`src/rtl/four_output_demux_pkg.sv`:
```
// Shared encodings for the four-channel select paths and the output-slot state.
// Used by both the demux and its mux counterpart.
package four_output_demux_pkg;

    localparam int NUM_CHANNELS = 4;

    typedef enum logic [1:0] {
        SEL_A = 2'b00,
        SEL_B = 2'b01,
        SEL_C = 2'b10,
        SEL_D = 2'b11
    } chan_sel_e;

    typedef enum logic {
        EMPTY = 1'b0,
        FULL  = 1'b1
    } slot_state_e;

endpackage

```
`src/rtl/four_output_demux_out_slot.sv`:
```
// One-entry output holding slot with a valid/ready drain side.
// A write in the same cycle as a drain replaces the word without a bubble.
module demux_out_slot
    import four_output_demux_pkg::*;
#(
    parameter int INPUT_LENGTH = 32
) (
    input  logic                    clk,
    input  logic                    rst,
    input  logic                    wr_en,
    input  logic [INPUT_LENGTH-1:0] wr_data,
    input  logic                    rd_ready,
    output logic                    valid,
    output logic [INPUT_LENGTH-1:0] data,
    output logic                    can_accept
);

    slot_state_e             state_q, state_d;
    logic [INPUT_LENGTH-1:0] data_q, data_d;

    always_ff @(posedge clk) begin
        if (rst) begin
            state_q <= EMPTY;
            data_q  <= '0;
        end else begin
            state_q <= state_d;
            data_q  <= data_d;
        end
    end

    always_comb begin
        state_d = state_q;
        data_d  = data_q;
        // A capture takes priority: it covers both fill and drain-plus-refill.
        if (wr_en) begin
            state_d = FULL;
            data_d  = wr_data;
        end else if (state_q == FULL && rd_ready) begin
            state_d = EMPTY;
        end
    end

    assign valid      = (state_q == FULL);
    assign data       = data_q;
    assign can_accept = (state_q == EMPTY) || rd_ready;

endmodule

```
`src/rtl/four_output_demux.sv`:
```
// Registered 1-to-4 demultiplexer with per-channel one-entry slots.
// Optional broadcast to all channels when DEMUX_BROADCAST_EN is defined.
module four_output_demux
    import four_output_demux_pkg::*;
#(
    parameter int INPUT_LENGTH = 32
) (
    input  logic                    clk,
    input  logic                    rst,
    input  logic [INPUT_LENGTH-1:0] in_data,
    input  logic [1:0]              in_sel,
    input  logic                    in_valid,
    output logic                    in_ready,
`ifdef DEMUX_BROADCAST_EN
    input  logic                    in_bcast,
`endif
    output logic [INPUT_LENGTH-1:0] out_a_data,
    output logic [INPUT_LENGTH-1:0] out_b_data,
    output logic [INPUT_LENGTH-1:0] out_c_data,
    output logic [INPUT_LENGTH-1:0] out_d_data,
    output logic                    out_a_valid,
    output logic                    out_b_valid,
    output logic                    out_c_valid,
    output logic                    out_d_valid,
    input  logic                    out_a_ready,
    input  logic                    out_b_ready,
    input  logic                    out_c_ready,
    input  logic                    out_d_ready
);

    logic [NUM_CHANNELS-1:0] sel_onehot;
    logic [NUM_CHANNELS-1:0] wr_target;
    logic [NUM_CHANNELS-1:0] slot_ready;
    logic [NUM_CHANNELS-1:0] slot_valid;
    logic [NUM_CHANNELS-1:0] slot_can_accept;
    logic [INPUT_LENGTH-1:0] slot_data [NUM_CHANNELS];
    logic                    handshake;

    always_comb begin
        sel_onehot = '0;
        case (chan_sel_e'(in_sel))
            SEL_A:   sel_onehot = 4'b0001;
            SEL_B:   sel_onehot = 4'b0010;
            SEL_C:   sel_onehot = 4'b0100;
            SEL_D:   sel_onehot = 4'b1000;
            default: sel_onehot = '0;
        endcase
    end

`ifdef DEMUX_BROADCAST_EN
    // Broadcast needs every slot free (or draining) so no channel drops the word.
    assign in_ready  = in_bcast ? (&slot_can_accept) : slot_can_accept[in_sel];
    assign wr_target = in_bcast ? {NUM_CHANNELS{1'b1}} : sel_onehot;
`else
    assign in_ready  = slot_can_accept[in_sel];
    assign wr_target = sel_onehot;
`endif

    assign handshake  = in_valid && in_ready;
    assign slot_ready = {out_d_ready, out_c_ready, out_b_ready, out_a_ready};

    generate
        for (genvar gi = 0; gi < NUM_CHANNELS; gi++) begin : g_slot
            demux_out_slot #(
                .INPUT_LENGTH(INPUT_LENGTH)
            ) u_slot (
                .clk        (clk),
                .rst        (rst),
                .wr_en      (handshake && wr_target[gi]),
                .wr_data    (in_data),
                .rd_ready   (slot_ready[gi]),
                .valid      (slot_valid[gi]),
                .data       (slot_data[gi]),
                .can_accept (slot_can_accept[gi])
            );
        end
    endgenerate

    assign out_a_valid = slot_valid[0];
    assign out_b_valid = slot_valid[1];
    assign out_c_valid = slot_valid[2];
    assign out_d_valid = slot_valid[3];
    assign out_a_data  = slot_data[0];
    assign out_b_data  = slot_data[1];
    assign out_c_data  = slot_data[2];
    assign out_d_data  = slot_data[3];

endmodule

```
`config.mk`:
```
export PLATFORM = sky130hd
export DESIGN_NAME = four_output_demux
export DESIGN_NICKNAME = d
export VERILOG_FILES = /design/src/rtl/four_output_demux_pkg.sv /design/src/rtl/four_output_demux_out_slot.sv /design/src/rtl/four_output_demux.sv
export SDC_FILE = /design/constraint.sdc
export NUM_CORES = 1
export LEC_CHECK = 0
export CAP_MARGIN = 0
export CORE_UTILIZATION = 25
export CTS_CLUSTER_SIZE = 14
export DETAILED_ROUTE_END_ITERATION = 10
export PLACE_DENSITY_LB_ADDON = 0.3
export SLEW_MARGIN = 0
export SYNTH_ARGS = -nofsm -noshare
export SYNTH_HDL_FRONTEND = slang
export SYNTH_SLANG_ARGS = --single-unit
```
`constraint.sdc`:
```
create_clock -name clk -period 4.3 [get_ports clk]
set_input_delay 1.075 -clock clk [delete_from_list [all_inputs] [get_ports clk]]
set_output_delay 1.075 -clock clk [all_outputs]
set_load 0.01 [all_outputs]
```
# Word-level counts from Yosys, hierarchy flattened
# Cells that the tools add are included.
totals:
  register_bits: 132
  out_inout_bits: 133
classes:
  magnitude_cmp: 1
  eq_ne: 3
  muxes: 11
  bitwise: 4
  n_reduce_logical: 18
ops:
  columns: ["op", "n"]
  rows:
  - ["one-hot mux 4 bit (4 select lines)", 1]
  - ["logical AND 1 bit", 9]
  - ["two-way mux 1 bit", 9]
  - ["nonzero test 2 bit", 4]
  - ["== test 2 bit, second input constant", 2]
  - ["logical OR 1 bit", 4]
  - ["NOT 1 bit", 4]
  - ["< comparator 2 x 3 -> 1 bit, second input constant", 1]
  - ["binary-select mux 1 bit (select 2 bit)", 1]
  - ["== test 2 x 1 -> 1 bit, second input constant", 1]
  - ["zero test 2 bit", 1]

# Depth between registers and ports, before layout
# Gate-level depths: netlist of the first run.
depth:
  ltp_word: 7
  depth_mapped: 5

# Cells and area by module
# From an unflattened synthesis of the first run, not the netlist that was laid out.
hier_totals:
  hier_cells: 437
  hier_area_um2: 4887.2
modules_own_cells:
  columns: ["module", "instances", "cells_each", "area_per_inst_um2", "seq_area_each_um2"]
  rows:
  - ["demux_out_slot", 4, 108, 1204.9, 660.6]
  - ["four_output_demux", 1, 5, 67.6, 0.0]

# Least setup slack after synthesis of the first run
# No wires, ideal clock.
synth_timing:
  kind: "input -> output"
  startpoint: "in in_sel[1]"
  endpoint: "out in_ready"
  t_arrival_ps: 1755
  required_ps: 3225
  setup_slack_ps: 1470
  cell_stages: 2
  path_buffers: 1
  path_cell_list: "buf_2 -> mux4_2"
synth_via:
  elab_chain_len: 2
synth_rtl:
  columns: ["element", "line", "rtl"]
  rows:
  - ["from (decl)", "four_output_demux.sv:11", "input logic [1:0] in_sel,"]
  - ["binary-select mux 1 bit (select 2 bit)", "four_output_demux.sv:55", "assign in_ready = slot_can_accept[in_sel];"]
  - ["two-way mux 1 bit (implied by the code)", "four_output_demux.sv:55", null]
  - ["to (decl)", "four_output_demux.sv:13", "output logic in_ready,"]
# Every way passes these cells. The select of a mux whose other input is x is not followed.

# Worst setup path in the final report of the first run
# Ends and elaborated chain as after synthesis.

==> impl_metrics.csv, run 1 <==
group,metric,value,unit
outcome,status,"complete, no violations",
die,initial_utilization,25.6,%
yosys,syn_area,0.00522,sq mm
die,dieWidth,147,um
yosys,ys.flop_type,"dfxtp_1",
worst_setup_path,crit_path_end_kind,"primary output",
grt,overflow,0,
grt,grt_pass1_wl,22200,um
cts,ctsLongestPathBuffers,2,
yosys,synth-xor-area-share,0,%
cts,cts_tree,"yes",
yosys,synth_top_family_by_area,"multiplexers",
worst_setup_path,reg2reg_depth,3,
grt,grt_max_degree,97,
yosys,synth_seq_cells,132,
yosys,synthArstFlopShare,0,%
worst_setup_path,crit_top_cell,"clkdlybuf4s50_1",
yosys,synthAdderAreaFrac,0,%
worst_setup_path,path_class,"in2out",
grt,grt_pass1_vias,4161,
power_and_ir_drop,p_sw,734,uW
yosys,yosys.area.top_type,"dfxtp_1",
yosys,syn_inst,472,
detailed_routing,ant_nets,0,
place,port-buffer-count,173,
yosys,synth_edf_count,0,
die,num_io_pins,174,
yosys,synth_common_cells,"nand2b_1 (165), dfxtp_1 (132), mux2i_1 (128)",
yosys,synth_area_leaders,"dfxtp_1 (51%), mux2i_1 (25%), nand2b_1 (20%), clkbuf_1 (1.4%), buf_2 (0.86%)",
worst_setup_path,crit_required,3.22,ns
cts,clkTransAtPathRegs,0.06,ns
die,rows,52,
power_and_ir_drop,power.internal,2430,uW
die,core,0.0204,sq mm
cts,cts_buffers,17,
detailed_routing,drt-total-wl,14000,um
worst_setup_path,slowest_delay,0.64,ns
cells_and_area,area_delta_synth_final,49.5,%
yosys,yosys.cell_types.count,16,
yosys,syn-num-nets,513,
hold_path,worstHoldStart,"g_slot[3].u_slot.data[28]",
timing,finalHoldViolations,0,
worst_setup_path,arrival,2.77,ns
place,place_congestion,0.779,
cts,post_cts_buffers,0,
cts,insertion_delay,0.41,ns
grt,track_usage,13.4,%
worst_setup_path,r2r_end,"g_slot[0].u_slot.data[11]",
worst_setup_path,crit_chain,"clkdlybuf4s50_1 > mux4_2 > clkdlybuf4s50_1",
die,die-area,0.0215,sq mm
cells_and_area,utilization,38.3,%
yosys,synth_compound_area_share,0.383,%
cells_and_area,nNetsFinal,677,
detailed_routing,drc,0,
detailed_routing,via_per_inst,4.21,
detailed_routing,num_vias,3873,
worst_setup_path,rrSetupSlack,2.53,ns
worst_setup_path,cp_slowest_cell,"clkdlybuf4s50_1",
cts,ctsResizeCount,0,
timing,setup_viol,0,
timing,slew_headroom,35.2,%
power_and_ir_drop,irDropWorstVdd,0.000245,V
timing,drv_slew,0,
cells_and_area,drive_gt1_share,6.47,%
power_and_ir_drop,p_comb_share,9.4,%
timing,min_period,3.84,ns
yosys,yosysSeqAreaShare,50.6,%
yosys,synthSimpleGateAreaFrac,20.9,%
hold_path,hold_end,"g_slot[3].u_slot.data[28]",
power_and_ir_drop,power.density,405,mW/mm^2
worst_setup_path,crit_fanout,7,
power_and_ir_drop,seqPwrFrac,40.8,%
timing,fin_skew,0.00487,ns
yosys,yosysMostFrequentCell,"nand2b_1",
cts,clock-sinks,132,
cts,hold_buffers,0,
yosys,synth_top_area_share,50.6,%
worst_setup_path,critPathLaunchType,"input pin",
timing,fin_crit_sh,89.3,%
hold_path,worst_hold_path_type,"reg2reg",
timing,fmax,260,MHz
cells_and_area,fillerInstances,2017,
cts,htree_levels,4,
cells_and_area,finalNonFillerCells,919,
yosys,avgSynthCellArea,11.1,sq um
die,fp.dieH,147,um
yosys,yosys_warnings,0,
place,hpwlAfterDp,9190,um
power_and_ir_drop,p_leak,0.00326,uW
place,dpl.cell_count,887,
worst_setup_path,worstReg2RegStart,"g_slot[0].u_slot.valid",
worst_setup_path,startpoint,"in_sel[1]",
timing,worst_pin_slew,0.972,ns
power_and_ir_drop,swShare,23.2,%
detailed_routing,firstDrtPassIters,4,
hold_path,holdPathStages,2,
worst_setup_path,crit_buf_inv,2,
cells_and_area,antenna_cells,0,
cts,cts_root_buf,"clkbuf_16",
detailed_routing,drt-initial-drc-count,72,
grt,antenna_found_initial,0,
timing,tns,0,ns
worst_setup_path,crit_family,"buffers and inverters",
detailed_routing,post_drt_wl_per_cell,15.2,um
job,drv_cap,0,
power_and_ir_drop,pwr-share-clk,49.8,%
timing,grt_setup_unrepaired,"false",
yosys,synthMuxAreaShare,25.0,%
==> kinds of logic (layout without fill, tap and decap cells) <==
kind of cell	after synthesis	after routing
AO/OA/AOI/OAI	4	4
buffers and inverters	33	210
flip-flops	132	132
multiplexers	129	129
AND/OR/NAND/NOR	174	174
==> worst max-delay path by stage <==
stage / endpoint / slack, ns / depth (start not counted)
2_1_floorplan: in_ready / 1.47 / 2
3_3_place_gp: in_ready / 0.51 / 3
3_5_place_dp: in_ready / 0.47 / 3
4_1_cts: in_ready / 0.47 / 3
5_1_grt: in_ready / 0.44 / 3
6_report: in_ready / 0.46 / 3
==> through the flow <==
stage	power [uW]	hold WS (ns)	setup WS [ns]	area, sq um
floorplan	1460	0.493	1.47	5220
global placement	1610	0.459	0.515	7170
detailed placement	1620	0.463	0.465	7170
CTS	3220	0.476	0.469	7810
global route	3300	0.492	0.440	7810
finish	3160	0.473	0.458	7810
==> placed cells by master, fill, tap and decap left out, drive strengths merged <==
| cell type | instances |
|---|---|
| clkinvlp | 3 |
| bufinv | 4 |
| buf | 6 |
| nand2 | 1 |
| nor2b | 2 |
| nand2b | 165 |
| clkbuf | 18 |
| a21oi | 4 |
| clkdlybuf4s50 | 172 |
| dfxtp | 132 |
| clkinv | 3 |
| mux4 | 1 |
| nand4b | 1 |
| mux2i | 128 |
| inv | 4 |
| nand4 | 1 |
| or3 | 2 |
| nor3 | 2 |
==> per-layer routing <==
metal  track usage (%)  part of all wire (%)
met3              4.88                   5.9
met4              4.48                  0.92
met5                 0                     0
met2              23.0                    49
met1              15.4                    44
==> area by class of cell <==
class | count | area [sq um] | area share [%]
flip-flops and latches | 132 | 2640 | 33.8
repair buffers | 178 | 1770 | 22.6
multi-input cells | 307 | 2420 | 31.0
well taps | 270 | 338 | 4.33
clock buffers | 18 | 439 | 5.62
clock inverters | 14 | 200 | 2.56
==> power groups by stage <==
stage	combinational, uW	sequential (uW)	clock (uW)
2_1_floorplan	126	1330	0
6_report	299	1290	1580
3_5_place_dp	303	1320	0
3_3_place_gp	298	1320	0
5_1_grt	321	1300	1680
4_1_cts	305	1290	1620
==> state kept, by name, summed over array words and instances (netlist names) <==
signal               flops
g_slot.u_slot.valid      4
g_slot.u_slot.data     128
==> tightest hold or removal path, stage by stage, from the launching register on <==
cell and delay [ns]:
dfxtp_1 0.30, nand2b_1 0.06, mux2i_1 0.06
Note: power is estimated with default switching activity, not from simulation.
==> run 2: changes to the inputs <==
--- a/config.mk
+++ b/config.mk
@@ -6,10 +6,11 @@
 export NUM_CORES = 1
 export LEC_CHECK = 0
 export CAP_MARGIN = 0
-export CORE_UTILIZATION = 25
+export CORE_UTILIZATION = 45
 export CTS_CLUSTER_SIZE = 14
 export DETAILED_ROUTE_END_ITERATION = 10
 export PLACE_DENSITY_LB_ADDON = 0.3
+export SKIP_CTS_REPAIR_TIMING = 1
 export SLEW_MARGIN = 0
 export SYNTH_ARGS = -nofsm -noshare
 export SYNTH_HDL_FRONTEND = slang
==> run 2 against run 1 <==
  * Worst hold slack worse by 0.0015 ns
  * Worst setup slack better by 0.0059 ns
  * Sequential power hardly changed
  * Power is 7.0% lower
==> impl_metrics.csv, run 2 (same netlist as run 1, synthesis figures left out) <==
group,metric,value,unit
outcome,status,"complete, no violations",
cts,clkTransAtPathRegs,0.05,ns
detailed_routing,post_drt_wl_per_cell,15.6,um
worst_setup_path,reg2reg_depth,3,
timing,min_period,3.84,ns
worst_setup_path,worstReg2RegStart,"g_slot[0].u_slot.valid",
grt,grt_max_degree,165,
cells_and_area,area_delta_synth_final,44.8,%
cts,cts_buffers,17,
worst_setup_path,r2r_end,"g_slot[0].u_slot.data[30]",
hold_path,worst_hold_path_type,"reg2reg",
place,port-buffer-count,173,
cts,insertion_delay,0.40,ns
worst_setup_path,crit_chain,"clkdlybuf4s50_1 > mux4_2 > clkdlybuf4s50_1",
cts,htree_levels,4,
die,rows,38,
cells_and_area,nNetsFinal,675,
cts,cts_root_buf,"clkbuf_16",
worst_setup_path,path_class,"in2out",
timing,grt_setup_unrepaired,"false",
timing,finalHoldViolations,0,
worst_setup_path,crit_path_end_kind,"primary output",
worst_setup_path,crit_required,3.22,ns
grt,overflow,0,
place,place_congestion,0.818,
power_and_ir_drop,power.density,389,mW/mm^2
detailed_routing,drt-initial-drc-count,131,
timing,drv_slew,0,
die,core,0.0111,sq mm
grt,grt_pass1_wl,19200,um
cells_and_area,final_area,0.00756,sq mm
timing,fin_crit_sh,89.2,%
grt,track_usage,21.1,%
detailed_routing,drc,0,
timing,setup_viol,0,
die,fp.dieH,110,um
cells_and_area,largest_reg_flops,128,
hold_path,worstHoldStart,"g_slot[1].u_slot.data[7]",
place,hpwlAfterDp,8000,um
worst_setup_path,critPathLaunchType,"input pin",
die,dieWidth,110,um
cells_and_area,drive_gt1_share,6.18,%
worst_setup_path,arrival,2.76,ns
timing,worst_pin_slew,1.11,ns
power_and_ir_drop,irDropWorstVdd,0.000211,V
detailed_routing,firstDrtPassIters,4,
die,initial_utilization,47.1,%
power_and_ir_drop,total_power,2940,uW
hold_path,hold_end,"g_slot[1].u_slot.data[7]",
worst_setup_path,rrSetupSlack,2.57,ns
detailed_routing,drt-total-wl,12300,um
place,dpl.cell_count,755,
worst_setup_path,crit_top_cell,"clkdlybuf4s50_1",
cells_and_area,fillerInstances,894,
worst_setup_path,crit_buf_inv,2,
cells_and_area,antenna_cells,0,
detailed_routing,ant_nets,0,
worst_setup_path,crit_family,"buffers and inverters",
timing,fmax,261,MHz
worst_setup_path,crit_fanout,7,
cts,ctsLongestPathBuffers,2,
power_and_ir_drop,p_leak,0.00322,uW
timing,setup_ws,0.464,ns
cells_and_area,final_common_cell,"clkdlybuf4s50_1",
place,placedInstanceArea,0.00699,sq mm
cts,clock-sinks,132,
grt,antenna_found_initial,0,
detailed_routing,via_per_inst,4.88,
timing,tns,0,ns
job,drv_cap,0,
cells_and_area,finalNonFillerCells,787,
worst_setup_path,cp_slowest_cell,"clkdlybuf4s50_1",
place,dp_slack,0.486,ns
detailed_routing,num_vias,3838,
hold_path,holdPathStages,2,
worst_setup_path,slowest_delay,0.65,ns
grt,grt_pass1_vias,3900,
die,num_io_pins,174,
timing,fin_skew,0.00475,ns
die,die-area,0.0120,sq mm
timing,slew_headroom,25.9,%
cells_and_area,final_cell_mix,"clkdlybuf4s50_1 (172), nand2b_1 (165), dfxtp_1 (132), mux2i_1 (128), clkbuf_16 (17)",
cts,cts_tree,"yes",
run 2: cell count changes in the layout (fill, tap and decap cells not counted), sizes merged:
cell      change
clkinv        +4
clkinvlp      +1
clkbuf        +2
buf           -2
inv           -4
bufinv        -3
run 2: metal layers:
metal / GRT usage (%) / share of wire [%] / wire [um] / vias up
li1: - / - / - / 1885
met1: 23.7 / 42 / 5160 / 1796
met2: 34.2 / 47 / 5830 / 130
met3: 8.18 / 7.7 / 945 / 27
met4: 11.8 / 2.8 / 338 / 0
met5: 0 / 0 / 0 / -
run 2: metrics by stage:
stage | utilization [%] | hold WS (ns)
after floorplan | - | 0.493
after global placement | 63.1 | 0.459
after detailed placement | 63.1 | 0.459
after CTS | 68.3 | 0.472
after global routing | 68.3 | 0.488
final | 68.3 | 0.471
run 2: tightest hold or removal path: cells and delay by family (launching register included):
family / cells / cell delay [ns]
mux: 1 / 0.06
simple gates: 1 / 0.06
flops: 1 / 0.30
run 2: layout make-up:
class	count	area (sq um)	area share, %
clock inverters	12	106	1.41
multi-input cells	307	2420	32.0
clock buffers	20	467	6.17
flip-flops and latches	132	2640	34.9
repair buffers	176	1750	23.2
well taps	140	175	2.32
run 2: worst max path at each step:
stage              start        to  slack, ns  cells past startpoint
6_report       in_sel[1]  in_ready       0.46                      3
4_1_cts        in_sel[1]  in_ready       0.47                      3
3_3_place_gp   in_sel[1]  in_ready       0.52                      3
2_1_floorplan  in_sel[1]  in_ready       1.47                      2
3_5_place_dp   in_sel[1]  in_ready       0.49                      3
5_1_grt        in_sel[1]  in_ready       0.44                      3
run 2: power breakdown:
| part | internal, uW | total [uW] | switching, uW | leakage, uW |
|---|---|---|---|---|
| Sequential | 1270 | 1290 | 23.3 | 0.00107 |
| Combinational | 169 | 293 | 124 | 0.00187 |
| Clock | 838 | 1360 | 522 | 0.000274 |
| Total | 2270 | 2940 | 669 | 0.00322 |
==> run 3: changes to the inputs <==
--- a/config.mk
+++ b/config.mk
@@ -5,7 +5,6 @@
 export SDC_FILE = /design/constraint.sdc
 export NUM_CORES = 1
 export LEC_CHECK = 0
-export CAP_MARGIN = 0
 export CORE_UTILIZATION = 45
 export CTS_CLUSTER_SIZE = 14
 export DETAILED_ROUTE_END_ITERATION = 10
==> results of run 3 <==
Same layout as run 2: the final DEF is identical, and so are final timing and power.
